--- src/rtl/jpeg_dec_pkg.sv ---
// Shared types and constants for the JPEG entropy-coded-segment bit reader.
package jpeg_dec_pkg;

   // Default bit-window width of the reader.
   localparam int WIN_W_DEF = 32;

   // Marker prefix and the stuffing byte that follows a data 0xFF.
   localparam logic [7:0] MRK_PREFIX = 8'hFF;
   localparam logic [7:0] STUFF      = 8'h00;

   // Restart markers and end-of-image.
   localparam logic [7:0] RST0 = 8'hD0;
   localparam logic [7:0] RST1 = 8'hD1;
   localparam logic [7:0] RST2 = 8'hD2;
   localparam logic [7:0] RST3 = 8'hD3;
   localparam logic [7:0] RST4 = 8'hD4;
   localparam logic [7:0] RST5 = 8'hD5;
   localparam logic [7:0] RST6 = 8'hD6;
   localparam logic [7:0] RST7 = 8'hD7;
   localparam logic [7:0] EOI  = 8'hD9;

   // Byte-classifier states.
   typedef enum logic [1:0] {
      ST_NORMAL  = 2'd0,
      ST_FF_SEEN = 2'd1,
      ST_MARKER  = 2'd2
   } unstuff_state_t;

   // True for RSTn markers; lets a decoder tell a restart from a real end.
   function automatic logic is_rst_marker(input logic [7:0] code);
      return (code >= RST0) && (code <= RST7);
   endfunction

endpackage

--- src/rtl/jpeg_unstuff_fsm.sv ---
// Byte classifier: removes 0xFF00 stuffing and fill bytes, detects markers.
//
//   state      | meaning
//   -----------+------------------------------------------------------------
//   ST_NORMAL  | plain data; 0xFF moves on without being appended
//   ST_FF_SEEN | previous byte was 0xFF; next byte decides stuff/fill/marker
//   ST_MARKER  | marker captured; input stalled until marker_ack
module jpeg_unstuff_fsm
   import jpeg_dec_pkg::*;
(
   input  logic           clk,
   input  logic           rst,
   input  logic           in_accept,
   input  logic [7:0]     in_byte,
   input  logic           marker_ack,
   output unstuff_state_t state,
   output logic           append_en,
   output logic [7:0]     append_byte,
   output logic           marker_set,
   output logic [7:0]     marker_code
);

   unstuff_state_t r_state;
   unstuff_state_t w_state_next;

   // State register.
   always_ff @(posedge clk) begin
      if (rst) begin
         r_state <= ST_NORMAL;
      end else begin
         r_state <= w_state_next;
      end
   end

   // Next state and per-byte decisions for the byte accepted this cycle.
   always_comb begin
      w_state_next = r_state;
      append_en    = 1'b0;
      append_byte  = in_byte;
      marker_set   = 1'b0;
      marker_code  = in_byte;
      case (r_state)
         ST_NORMAL: begin
            if (in_accept) begin
               if (in_byte == MRK_PREFIX) begin
                  w_state_next = ST_FF_SEEN;
               end else begin
                  append_en = 1'b1;
               end
            end
         end
         ST_FF_SEEN: begin
            if (in_accept) begin
               if (in_byte == STUFF) begin
                  append_en    = 1'b1;
                  append_byte  = MRK_PREFIX;
                  w_state_next = ST_NORMAL;
               end else if (in_byte == MRK_PREFIX) begin
                  // Fill byte: a run of 0xFF still counts as one prefix.
                  w_state_next = ST_FF_SEEN;
               end else begin
                  marker_set   = 1'b1;
                  w_state_next = ST_MARKER;
               end
            end
         end
         ST_MARKER: begin
            if (marker_ack) begin
               w_state_next = ST_NORMAL;
            end
         end
         default: begin
            w_state_next = ST_NORMAL;
         end
      endcase
   end

   assign state = r_state;

endmodule

--- src/rtl/jpeg_bit_reader.sv ---
// MSB-aligned bit window over an unstuffed JPEG entropy-coded byte stream.
module jpeg_bit_reader
   import jpeg_dec_pkg::*;
#(
   parameter  int WIN_W = WIN_W_DEF,
   localparam int AW    = $clog2(WIN_W + 1)
) (
   input  logic             clk,
   input  logic             rst,
   input  logic             in_valid,
   input  logic [7:0]       in_byte,
   output logic             in_ready,
   output logic [WIN_W-1:0] bit_window,
   output logic [AW-1:0]    bits_avail,
   input  logic             consume_valid,
   input  logic [4:0]       consume_len,
   output logic             consume_ready,
   input  logic             align,
   output logic             marker_valid,
   output logic [7:0]       marker_code,
   input  logic             marker_ack
);

   unstuff_state_t   w_state;
   logic             w_append_en;
   logic [7:0]       w_append_byte;
   logic             w_marker_set;
   logic [7:0]       w_marker_code;

   logic [WIN_W-1:0] r_window;
   logic [AW-1:0]    r_bits_avail;
   logic             r_marker_valid;
   logic [7:0]       r_marker_code;

   logic             w_in_ready;
   logic             w_accept;
   logic             w_len_ok;
   logic             w_consume_ready;
   logic [AW-1:0]    w_remove;
   logic [WIN_W-1:0] w_win_shifted;
   logic [AW-1:0]    w_avail_after;
   logic [WIN_W-1:0] w_byte_placed;
   logic [WIN_W-1:0] w_win_next;
   logic [AW-1:0]    w_avail_next;

   jpeg_unstuff_fsm u_unstuff (
      .clk         (clk),
      .rst         (rst),
      .in_accept   (w_accept),
      .in_byte     (in_byte),
      .marker_ack  (marker_ack),
      .state       (w_state),
      .append_en   (w_append_en),
      .append_byte (w_append_byte),
      .marker_set  (w_marker_set),
      .marker_code (w_marker_code)
   );

   // Handshakes look only at registered state; room for a byte is judged
   // before any same-cycle consume so the ready path stays short.
   always_comb begin
      w_in_ready      = (w_state != ST_MARKER) && (r_bits_avail <= AW'(WIN_W - 8));
      w_accept        = in_valid && w_in_ready;
      w_len_ok        = (consume_len != 5'd0) && (consume_len <= 5'd16);
      w_consume_ready = consume_valid && !align && w_len_ok
                        && (AW'(consume_len) <= r_bits_avail);
   end

   // Removal first (align beats consume), then the new byte lands right
   // below the surviving bits.
   always_comb begin
      w_remove = '0;
      if (align) begin
         w_remove = AW'(r_bits_avail[2:0]);
      end else if (w_consume_ready) begin
         w_remove = AW'(consume_len);
      end
      w_win_shifted = r_window << w_remove;
      w_avail_after = r_bits_avail - w_remove;
      w_byte_placed = {w_append_byte, {(WIN_W - 8){1'b0}}} >> w_avail_after;
      w_win_next    = w_win_shifted;
      w_avail_next  = w_avail_after;
      if (w_append_en) begin
         w_win_next   = w_win_shifted | w_byte_placed;
         w_avail_next = w_avail_after + AW'(8);
      end
   end

   // Window and valid-bit count.
   always_ff @(posedge clk) begin
      if (rst) begin
         r_window     <= '0;
         r_bits_avail <= '0;
      end else begin
         r_window     <= w_win_next;
         r_bits_avail <= w_avail_next;
      end
   end

   // Marker hold: set on detection, released by an acknowledge.
   always_ff @(posedge clk) begin
      if (rst) begin
         r_marker_valid <= 1'b0;
         r_marker_code  <= 8'h00;
      end else if (w_marker_set) begin
         r_marker_valid <= 1'b1;
         r_marker_code  <= w_marker_code;
      end else if (marker_ack && r_marker_valid) begin
         r_marker_valid <= 1'b0;
      end
   end

   assign in_ready      = w_in_ready;
   assign consume_ready = w_consume_ready;
   assign bit_window    = r_window;
   assign bits_avail    = r_bits_avail;
   assign marker_valid  = r_marker_valid;
   assign marker_code   = r_marker_code;

endmodule

--- config.mk ---
export PLATFORM = sky130hd
export DESIGN_NAME = jpeg_bit_reader
export DESIGN_NICKNAME = d
export VERILOG_FILES = /design/src/rtl/jpeg_dec_pkg.sv /design/src/rtl/jpeg_unstuff_fsm.sv /design/src/rtl/jpeg_bit_reader.sv
export SDC_FILE = /design/constraint.sdc
export NUM_CORES = 1
export LEC_CHECK = 0
export BUFFER_PORTS_ARGS = -buffer_cell sky130_fd_sc_hd__buf_2
export CAP_MARGIN = 15
export CORE_ASPECT_RATIO = 2
export CORE_MARGIN = 2
export CORE_UTILIZATION = 53
export CTS_CLUSTER_DIAMETER = 80
export DETAILED_ROUTE_END_ITERATION = 8
export GPL_TIMING_DRIVEN = 0
export PLACE_DENSITY_LB_ADDON = 0.12
export SYNTH_ARGS = -nofsm -noshare
export SYNTH_HDL_FRONTEND = slang
export SYNTH_SLANG_ARGS = --single-unit
--- constraint.sdc ---
create_clock -name clk -period 4.1 [get_ports clk]
set_clock_uncertainty 0.05 [all_clocks]
set_input_delay 0.205 -clock clk [delete_from_list [all_inputs] [get_ports clk]]
set_output_delay 0.205 -clock clk [all_outputs]
set_load 0.01 [all_outputs]
==> reports/metrics.yaml <==
syn_nets: 662
fin_crit_ns: 4.10
synth_edf_count: 0
hold_viol_final: 0
synthArstFlopShare_pct: 0
setup_viol: 1
cpMostUsedCell: "ha_4"
synthSimpleGateAreaFrac_pct: 23.2
critPathRequiredTime_ns: 4.26
dpl.cell_count: 800
rows: 49
routed_wl_um: 21500
p_sw_share_pct: 52.7
grt.total_usage_pct: 42.6
grt_pass1_wl_um: 32700
drv_cap: 0
synthTopCellsByCount: "64 x nor2_1, 56 x nand2_1, 49 x dfxtp_1"
slew_violations: 0
via_per_inst: 7.17
vias: 5891
grt_max_degree: 20
fp.dieH_um: 139
final_net_count: 749
synth_fa_ha_area_share_pct: 2.84
clk_pin_slew_worst_paths_ns: 0.07
ys_seq_area_share_pct: 20.2
synthesis.area_um2: 4840
antenna_found_initial: 0
ys_types: 75
max_freq_mhz: 244
arrival_ns: 4.26
cts_max_path_buffers: 2
synth_compound_area_share_pct: 31.2
die_w_um: 71.6
synthToLayoutAreaGrowth_pct: 23.5
crit_family: "compound AO/OA/AOI/OAI gates"
synth_top_area_share_pct: 20.2
ant_nets: 0
intPower_w: 0.00258
synth_xor_area_share_pct: 0.904
power_density_nw_per_um2: 912
cpPeakStageDelay_ns: 0.44
synth_mux_area_share_pct: 15.4
placement.cell_area_um2: 5310
cts_buffers: 5
antennaDiodeCount: 0
clock-root-buffer: "clkbuf_16"
hpwl_um: 16700
seqCellArea_um2: 995
crit_path_end_kind: "flip-flop"
slew_headroom_pct: 27.8
outcome: "finished, violations left"
clock_latency_ns: 0.30
synth_top_family_by_area: "compound AO/OA/AOI/OAI gates"
drive_gt1_share_pct: 28.9
ys_warn_count: 0
multiInputGateArea_um2: 3850
drt_iter0_markers: 453
p_comb_share_pct: 75.6
crit_path_top_delay_cell: "a2111oi_4"
overflow: 0
fillCellCount: 761
num_io_pins: 68
p_leak_nw: 2.24
gp_congestion: 1.05
cts_tree: "yes"
ys_ff_latch: 49
crit_type: "reg2reg"
cts_htree_levels: 2
ctsHoldBuffers: 0
tightest_slew_ns: 1.07
grt_setup_unrepaired: "yes"
synthCells: 632
core-area_um2: 8950
die_area_um2: 9970
fin_hold_ws_ns: 0.189
crit_fanout: 10
pre_cts_ws_ns: -0.825
violations: "negative setup slack"
design_area_um2: 5980
fin_crit_sh_pct: 100
ir_drop_mv: 0.858
port_buffers: 65
hp-class: "in2reg"
final_cells: 822
firstDrtPassIters: 8
p_seq_share_pct: 15.4
numClockSinks: 49
clkPwrFrac_pct: 9.0
path_cells: "inv_2, ha_4, nand2b_4, a211oi_4, o211ai_4, a32o_2, inv_4, buf_12, ha_4, nor2b_4, o2111ai_4, nand3b_1, a2111oi_4, buf_4, buf_6, nand4_1, a31o_2, a21oi_2"
start_util_pct: 54.1
wl_per_cell_um: 26.1
cp-start-kind: "flip-flop"
grt_pass1_vias: 6018
syn_area_per_cell_um2: 7.67
p_switching_w: 0.00287
crit_buf_inv: 5
yosysMostFrequentCell: "nor2_1"
synth_flop_cell: "dfxtp_1"
drc: 0
yosys-top-cells-area: "dfxtp_1 20%, mux2i_1 6.2%, nor2_1 5.0%"
fin_ws_ns: -0.00158
synth_area_leader_cell: "dfxtp_1"
==> power by group through the flow <==
stage / logic, W / registers, W / clock network [W]
CTS: 0.00371 / 0.000832 / 0.000490
global placement: 0.00337 / 0.000822 / 0
global route: 0.00434 / 0.000856 / 0.000506
finish: 0.00413 / 0.000841 / 0.000489
detailed placement: 0.00341 / 0.000830 / 0
floorplan: 0.00232 / 0.000835 / 0
==> state kept, by name, summed over array words and instances (netlist names) <==
register,cells
bit_window,32
u_unstuff.state,2
bits_avail,6
marker_code,8
marker_valid,1
==> metal layers <==
layer  vias to the layer above  wire length, um  track usage [%]
li1                       2602                -                -
met1                      2670             6620             39.6
met2                       441            11100             75.5
met3                       178             1350             7.31
met4                         0             2400             38.4
met5                         -                0                0
==> worst paths after layout <==
kind / start / endpoint / slack [ns] / depth (start not counted)
worst min-delay path: in_byte[3] / marker_code[3] / 0.19 / 3
worst min register to register: marker_code[7] / marker_code[7] / 0.45 / 2
worst max-delay path: bits_avail[1] / bit_window[28] / -0.002 / 18
worst max register to register: bits_avail[1] / bit_window[28] / -0.002 / 18
==> repair_timing <==
action / CTS / global route
cloned: 0 / 0
setup buffers: 10 / 11
endpoints found under the setup margin: 36 / 31
pin swaps: 10 / 16
resized for setup: 60 / 35
==> worst register-to-register path, stage by stage (launching register included) <==
cell,delay (ns)
dfxtp_4,0.39
inv_2,0.05
ha_4,0.28
nand2b_4,0.06
a211oi_4,0.31
o211ai_4,0.14
a32o_2,0.34
inv_4,0.07
buf_12,0.11
ha_4,0.22
nor2b_4,0.16
o2111ai_4,0.26
nand3b_1,0.21
a2111oi_4,0.44
buf_4,0.19
buf_6,0.15
nand4_1,0.14
a31o_2,0.28
a21oi_2,0.18
==> cells in the final DEF (no fill, tap or decap), types with 7 or more instances in the layout <==
master and count:
a211oi_1 14, a21oi_1 17, a22oi_1 12, and2_1 8
buf_2 75, buf_4 21, clkbuf_1 23, dfxtp_1 44
ha_4 8, inv_1 9, mux2_2 19, mux2i_1 30
mux4_2 7, nand2_1 54, nand3_1 30, nor2_1 63
nor2b_1 21, nor3_1 10, o2111ai_1 22, o211ai_1 29
o21ai_0 20, o22ai_1 7, o32ai_1 9
==> final cells by class <==
class                           instances  share of cell area (%)
Buffer                                 47                    4.43
Clock buffer                            6                    2.32
Clock inverter                          2                   0.627
Inverter                               17                    1.28
Multi-Input combinational cell        512                    64.3
Sequential cell                        49                    16.6
Tap cell                              102                    2.13
Timing Repair Buffer                   87                    8.28
==> cell families after synthesis <==
logic type	after synthesis
adder cells (fa/ha/maj)	11
AND/OR/NAND/NOR	232
flip-flops	49
buffers and inverters	71
XOR/XNOR	5
multiplexers	62
AO/OA/AOI/OAI	202
==> metrics by stage <==
stage | utilization [%] | total power, W | TNS (ns)
5_1_grt | 66.8 | 0.00570 | -0.468
2_1_floorplan | - | 0.00315 | 0
3_5_place_dp | 59.3 | 0.00424 | -22.18
6_report | 66.8 | 0.00545 | -0.00158
3_3_place_gp | 59.3 | 0.00419 | -19.54
4_1_cts | 64.6 | 0.00503 | 0
Power figures use the tool's default switching activity.
